**config.mk**
```make
export PLATFORM = sky130hd
export DESIGN_NAME = vscpu_loader
export DESIGN_NICKNAME = d
export VERILOG_FILES = /design/src/rtl/vscpu_pkg.sv /design/src/rtl/vscpu_word_packer.sv /design/src/rtl/vscpu_loader.sv
export SDC_FILE = /design/constraint.sdc
export NUM_CORES = 1
export LEC_CHECK = 0
export CORE_MARGIN = 1.5
export CORE_UTILIZATION = 51
export DETAILED_ROUTE_END_ITERATION = 8
export PLACE_DENSITY_LB_ADDON = 0.1
export SYNTH_ARGS = -nofsm -noshare
export SYNTH_HDL_FRONTEND = slang
export SYNTH_SLANG_ARGS = --single-unit
export TNS_END_PERCENT = 5
```
**constraint.sdc**
```tcl
create_clock -name clk -period 3 [get_ports clk]
set_clock_uncertainty 0.2 [all_clocks]
set_input_delay 0.3 -clock clk [delete_from_list [all_inputs] [get_ports clk]]
set_output_delay 0.3 -clock clk [all_outputs]
set_load 0.03 [all_outputs]
```
**src/rtl/vscpu_pkg.sv**
```systemverilog
// Shared constants and state encoding for the boot-time program loader.
package vscpu_pkg;

   localparam int VSCPU_ADDR_LEN  = 14;
   localparam int VSCPU_MEM_DEPTH = 16384;
   localparam int CSUM_W          = 8;

   typedef enum logic [2:0] {
      ST_HDR0,
      ST_HDR1,
      ST_DATA,
      ST_CSUM,
      ST_RUN,
      ST_ERROR
   } ld_state_t;

endpackage

```
**src/rtl/vscpu_word_packer.sv**
```systemverilog
// Packs a little-endian byte stream into 32-bit words; the completed word and
// its valid pulse are presented combinationally alongside the 4th byte strobe.
module vscpu_word_packer (
   input  logic        clk,
   input  logic        rst,
   input  logic [7:0]  i_byte,
   input  logic        i_stb,
   output logic [31:0] o_word,
   output logic        o_word_valid
);

   logic [23:0] r_shift;
   logic [1:0]  r_cnt;

   // Earlier bytes sit in the low lanes, so the newest byte lands in [31:24].
   assign o_word       = {i_byte, r_shift};
   assign o_word_valid = i_stb && (r_cnt == 2'd3);

   always_ff @(posedge clk) begin
      if (!rst) begin
         r_shift <= '0;
         r_cnt   <= '0;
      end else if (i_stb) begin
         r_shift <= {i_byte, r_shift[23:8]};
         r_cnt   <= r_cnt + 2'd1;
      end
   end

endmodule

```
**src/rtl/vscpu_loader.sv**
```systemverilog
// Boot loader: receives a counted, checksummed byte image, writes it to RAM
// from word 0 upward and releases the CPU from reset once the image verifies.
//
//  state    | meaning
//  ---------+------------------------------------------------------------
//  ST_HDR0  | waiting for word-count high byte
//  ST_HDR1  | waiting for word-count low byte; range-checks the count
//  ST_DATA  | packing data bytes and striking RAM writes
//  ST_CSUM  | waiting for checksum byte
//  ST_RUN   | image good, CPU released (terminal)
//  ST_ERROR | oversize count or checksum mismatch (terminal)
module vscpu_loader
   import vscpu_pkg::*;
#(
   parameter int ADDR_LEN  = VSCPU_ADDR_LEN,
   parameter int MEM_DEPTH = VSCPU_MEM_DEPTH
) (
   input  logic                clk,
   input  logic                rst,
   input  logic                i_in_valid,
   output logic                o_in_ready,
   input  logic [7:0]          i_in_byte,
   output logic                o_ram_we,
   output logic [ADDR_LEN-1:0] o_ram_addr,
   output logic [31:0]         o_ram_data,
   output logic                o_cpu_rst,
   output logic                o_done,
   output logic                o_err
);

   ld_state_t           r_state;
   logic [7:0]          r_n_hi;
   logic [15:0]         r_remain;
   logic [ADDR_LEN-1:0] r_idx;
   logic [CSUM_W-1:0]   r_xor;

   logic                r_in_ready;
   logic                r_ram_we;
   logic [ADDR_LEN-1:0] r_ram_addr;
   logic [31:0]         r_ram_data;
   logic                r_cpu_rst;
   logic                r_done;
   logic                r_err;

   logic                w_accept;
   logic                w_pack_stb;
   logic [31:0]         w_word;
   logic                w_word_valid;
   logic [15:0]         w_n;
   logic                w_n_over;

   assign w_accept   = i_in_valid && r_in_ready;
   assign w_pack_stb = w_accept && (r_state == ST_DATA);
   assign w_n        = {r_n_hi, i_in_byte};
   assign w_n_over   = {16'd0, w_n} > 32'(MEM_DEPTH);

   vscpu_word_packer u_packer (
      .clk          (clk),
      .rst          (rst),
      .i_byte       (i_in_byte),
      .i_stb        (w_pack_stb),
      .o_word       (w_word),
      .o_word_valid (w_word_valid)
   );

   always_ff @(posedge clk) begin
      if (!rst) begin
         r_state    <= ST_HDR0;
         r_n_hi     <= '0;
         r_remain   <= '0;
         r_idx      <= '0;
         r_xor      <= '0;
         r_in_ready <= 1'b1;
         r_ram_we   <= 1'b0;
         r_ram_addr <= '0;
         r_ram_data <= '0;
         r_cpu_rst  <= 1'b1;
         r_done     <= 1'b0;
         r_err      <= 1'b0;
      end else begin
         r_ram_we <= 1'b0;
         if (w_accept) begin
            unique case (r_state)
               ST_HDR0: begin
                  r_n_hi  <= i_in_byte;
                  r_xor   <= r_xor ^ i_in_byte;
                  r_state <= ST_HDR1;
               end
               ST_HDR1: begin
                  r_xor    <= r_xor ^ i_in_byte;
                  r_remain <= w_n;
                  if (w_n_over) begin
                     r_state    <= ST_ERROR;
                     r_in_ready <= 1'b0;
                     r_err      <= 1'b1;
                  end else if (w_n == 16'd0) begin
                     r_state <= ST_CSUM;
                  end else begin
                     r_state <= ST_DATA;
                  end
               end
               ST_DATA: begin
                  r_xor <= r_xor ^ i_in_byte;
                  if (w_word_valid) begin
                     r_ram_we   <= 1'b1;
                     r_ram_addr <= r_idx;
                     r_ram_data <= w_word;
                     r_idx      <= r_idx + 1'b1;
                     r_remain   <= r_remain - 16'd1;
                     // Terminal count on the remaining-word down-counter.
                     if (r_remain == 16'd1) r_state <= ST_CSUM;
                  end
               end
               ST_CSUM: begin
                  r_in_ready <= 1'b0;
                  if (i_in_byte == r_xor) begin
                     r_state   <= ST_RUN;
                     r_cpu_rst <= 1'b0;
                     r_done    <= 1'b1;
                  end else begin
                     r_state <= ST_ERROR;
                     r_err   <= 1'b1;
                  end
               end
               default: ;
            endcase
         end
      end
   end

   assign o_in_ready = r_in_ready;
   assign o_ram_we   = r_ram_we;
   assign o_ram_addr = r_ram_addr;
   assign o_ram_data = r_ram_data;
   assign o_cpu_rst  = r_cpu_rst;
   assign o_done     = r_done;
   assign o_err      = r_err;

endmodule

```
==> impl_metrics.tcl <==
set metrics [dict create \
    status "completed" \
    r2r_end "r_remain[11]" \
    critPathSlowestCell "a21oi_2" \
    rr_startpoint "r_state[1]" \
    postCtsResizedCells 0 \
    synth_top_cell_by_area "dfxtp_1" \
    synth_edf_count 0 \
    final_cell_mix "nand2_1 (178), dfxtp_1 (126), clkdlybuf4s50_1 (60)" \
    drc 0 \
    synth.area.top_cells "dfxtp_1 (45%), nand2_1 (12%), a21boi_0 (7.3%)" \
    path_max_fanout 14 \
    die_w_um 108 \
    clk_path_buf_depth 2 \
    worst_setup_path_end_kind "flop" \
    clk_latency_ns 0.51 \
    drv_slew 0 \
    slew_headroom 0.591 \
    post-cts-setup-buffers 0 \
    grt_overflow 0 \
    final_common_cell "nand2_1" \
    min_period_over_period 0.793 \
    num_rows 37 \
    grt_pass1_wl_mm 21.0 \
    critPathArrivalTime_ns 2.59 \
    yosysWarnings 0 \
    synth_top_cell_area_share 0.453 \
    n_antenna_cell 0 \
    synth_cells 648 \
    critPathLaunchType "flop" \
    min_path_cells 2 \
    start_util 0.533 \
    async_flop_share 0 \
    p_per_area_nw_per_um2 598 \
    portBuffers 61 \
    yosysUniqueCellTypes 56 \
    hold_ws_ns 0.127 \
    gp_congestion 0.835 \
    setup_ws_ns 0.620 \
    postSynthAreaPerCell_um2 8.60 \
    vdd_ir_drop_max_uv 424 \
    setup_viol 0 \
    crit_path_start "r_state[1]" \
    routedWlPerCell_um 14.7 \
    grt_antenna_before_repair 0 \
    cts.sinks 126 \
    min_path_type "primary input to flop" \
    cts_buffers 17 \
    worstSetupPathType "flop to flop" \
    cp_cell_sequence "nand3b_1 -> a21oi_2 -> o21ai_0 -> o2bb2ai_1 -> and2_1" \
    dp_hpwl_mm 8.26 \
    cts_hold_buf 0 \
    core_um2 10500 \
    critical_path_required_ns 3.21 \
    ant_nets 0 \
    pre_cts_ws_ns 0.534 \
    fin_area_um2 6760 \
    cellLeakagePower_nw 2.42 \
    finalHoldViolations 0 \
    power.total_w 0.00404 \
    drt_wl_total_mm 12.4 \
    tightest_slew_ns 0.614 \
    first_pass_iters 5 \
    cp_slowest_stage_delay_ns 0.63 \
    synth_area_um2 5570 \
    maxCapViolCount 0 \
    io_pins 62 \
    rsz0062_at_grt "false" \
    reg2regPathDepth 5 \
    tns_ns 0 \
    cts_tree "yes" \
    htreeDepth 4 \
    ys_ff_latch 126 \
    routed_via_density 5.36 \
    fmax_mhz 420 \
    grt_max_degree 36 \
    die_y_um 108 \
    drive_above_1_share 0.0847 \
    final_nets 711 \
    area_delta_synth_final_pct 21.4 \
    min_period_ns 2.38 \
    drt_iter0_drc 232 \
    vias 4525 \
    crit_path_end "r_remain[11]" \
    grt_usage 0.230 \
    syn_nets 663 \
    rrSetupSlack_ns 0.62 \
    dpl_cell_area_um2 6210 \
    clkTransAtPathRegs_ns 0.06 \
    yosysSeqAreaShare 0.453 \
    clockRootBuffer "clkbuf_8" \
    grt_pass1_vias 4290 \
    synthFlopType "dfxtp_1" \
    dieArea_um2 11600 \
]
## critical path: cells and delay by family (launching register included)
kind,cells,cell delay [ns]
AND/OR/NAND/NOR,2,0.55
AO/OA/AOI/OAI,3,1.00
flip-flops,1,0.54
## cells by family (layout without fill, tap and decap cells)
logic type	count (synthesis)	count (layout)	synth area share
compound gates	137	137	0.173
mux	10	10	0.0180
flops	126	126	0.453
fa+ha+maj	4	4	0.00898
buf+inv	47	107	0.0438
xor+xnor	30	30	0.0471
simple gates	294	294	0.257
## layer usage
layer | global-route usage | vias up | wire, um
li1 | - | 2270 | -
met1 | 0.301 | 2122 | 5770
met2 | 0.373 | 119 | 5950
met3 | 0.0557 | 14 | 515
met4 | 0.0780 | 0 | 164
met5 | 0 | - | 0
## flip-flops by register name, indices dropped and copies added, names as in the netlist, 2 cells and up
name              cells
r_xor                 8
r_idx                14
r_n_hi                8
r_state               3
r_remain             16
o_ram_addr           14
o_ram_data           32
u_packer.r_cnt        2
u_packer.r_shift     24
## cells in the mapped netlist (6+ instances only)
| cell type | instances |
|---|---|
| buf_4 | 6 |
| dfxtp_1 | 126 |
| a21boi_0 | 54 |
| xnor2_1 | 10 |
| nor3_1 | 9 |
| xor2_1 | 20 |
| a21boi_1 | 23 |
| nand3_1 | 11 |
| nor2b_1 | 21 |
| nand4_1 | 7 |
| nor2_1 | 18 |
| buf_2 | 12 |
| a21oi_1 | 14 |
| nand2_1 | 178 |
| mux2i_1 | 10 |
| and2_1 | 15 |
| clkbuf_1 | 23 |
| o21ai_0 | 17 |
## where the power goes
part | total [W] | internal (W) | switching (W)
combinational | 0.000388 | 0.000167 | 0.000221
clock | 0.00188 | 0.00115 | 0.000728
sequential | 0.00177 | 0.00172 | 0.0000556
## layout make-up
cell class | instances | area [um2]
fillers | 920 | 3700
multi-input cells | 475 | 2810
flip-flops and latches | 126 | 2520
repair buffers | 74 | 703
clock buffers | 21 | 459
well taps | 136 | 170
clock inverters | 10 | 90.1
inverters | 2 | 7.51
## through the flow
step / instances / utilization
floorplan: 648 / -
global placement: 813 / 0.594
detailed placement: 813 / 0.594
CTS: 844 / 0.646
global route: 844 / 0.646
finish: 844 / 0.646
## worst min-delay path by stage
stage,startpoint,to,slack (ns)
floorplan,u_packer.r_shift[0],u_packer.r_shift[0],0.24
global placement,u_packer.r_shift[2],u_packer.r_shift[2],0.24
detailed placement,u_packer.r_shift[4],u_packer.r_shift[4],0.25
CTS,rst,r_remain[12],0.11
global route,rst,r_remain[7],0.15
finish,rst,o_ram_addr[13],0.13
(Power assumes the default switching activity.)
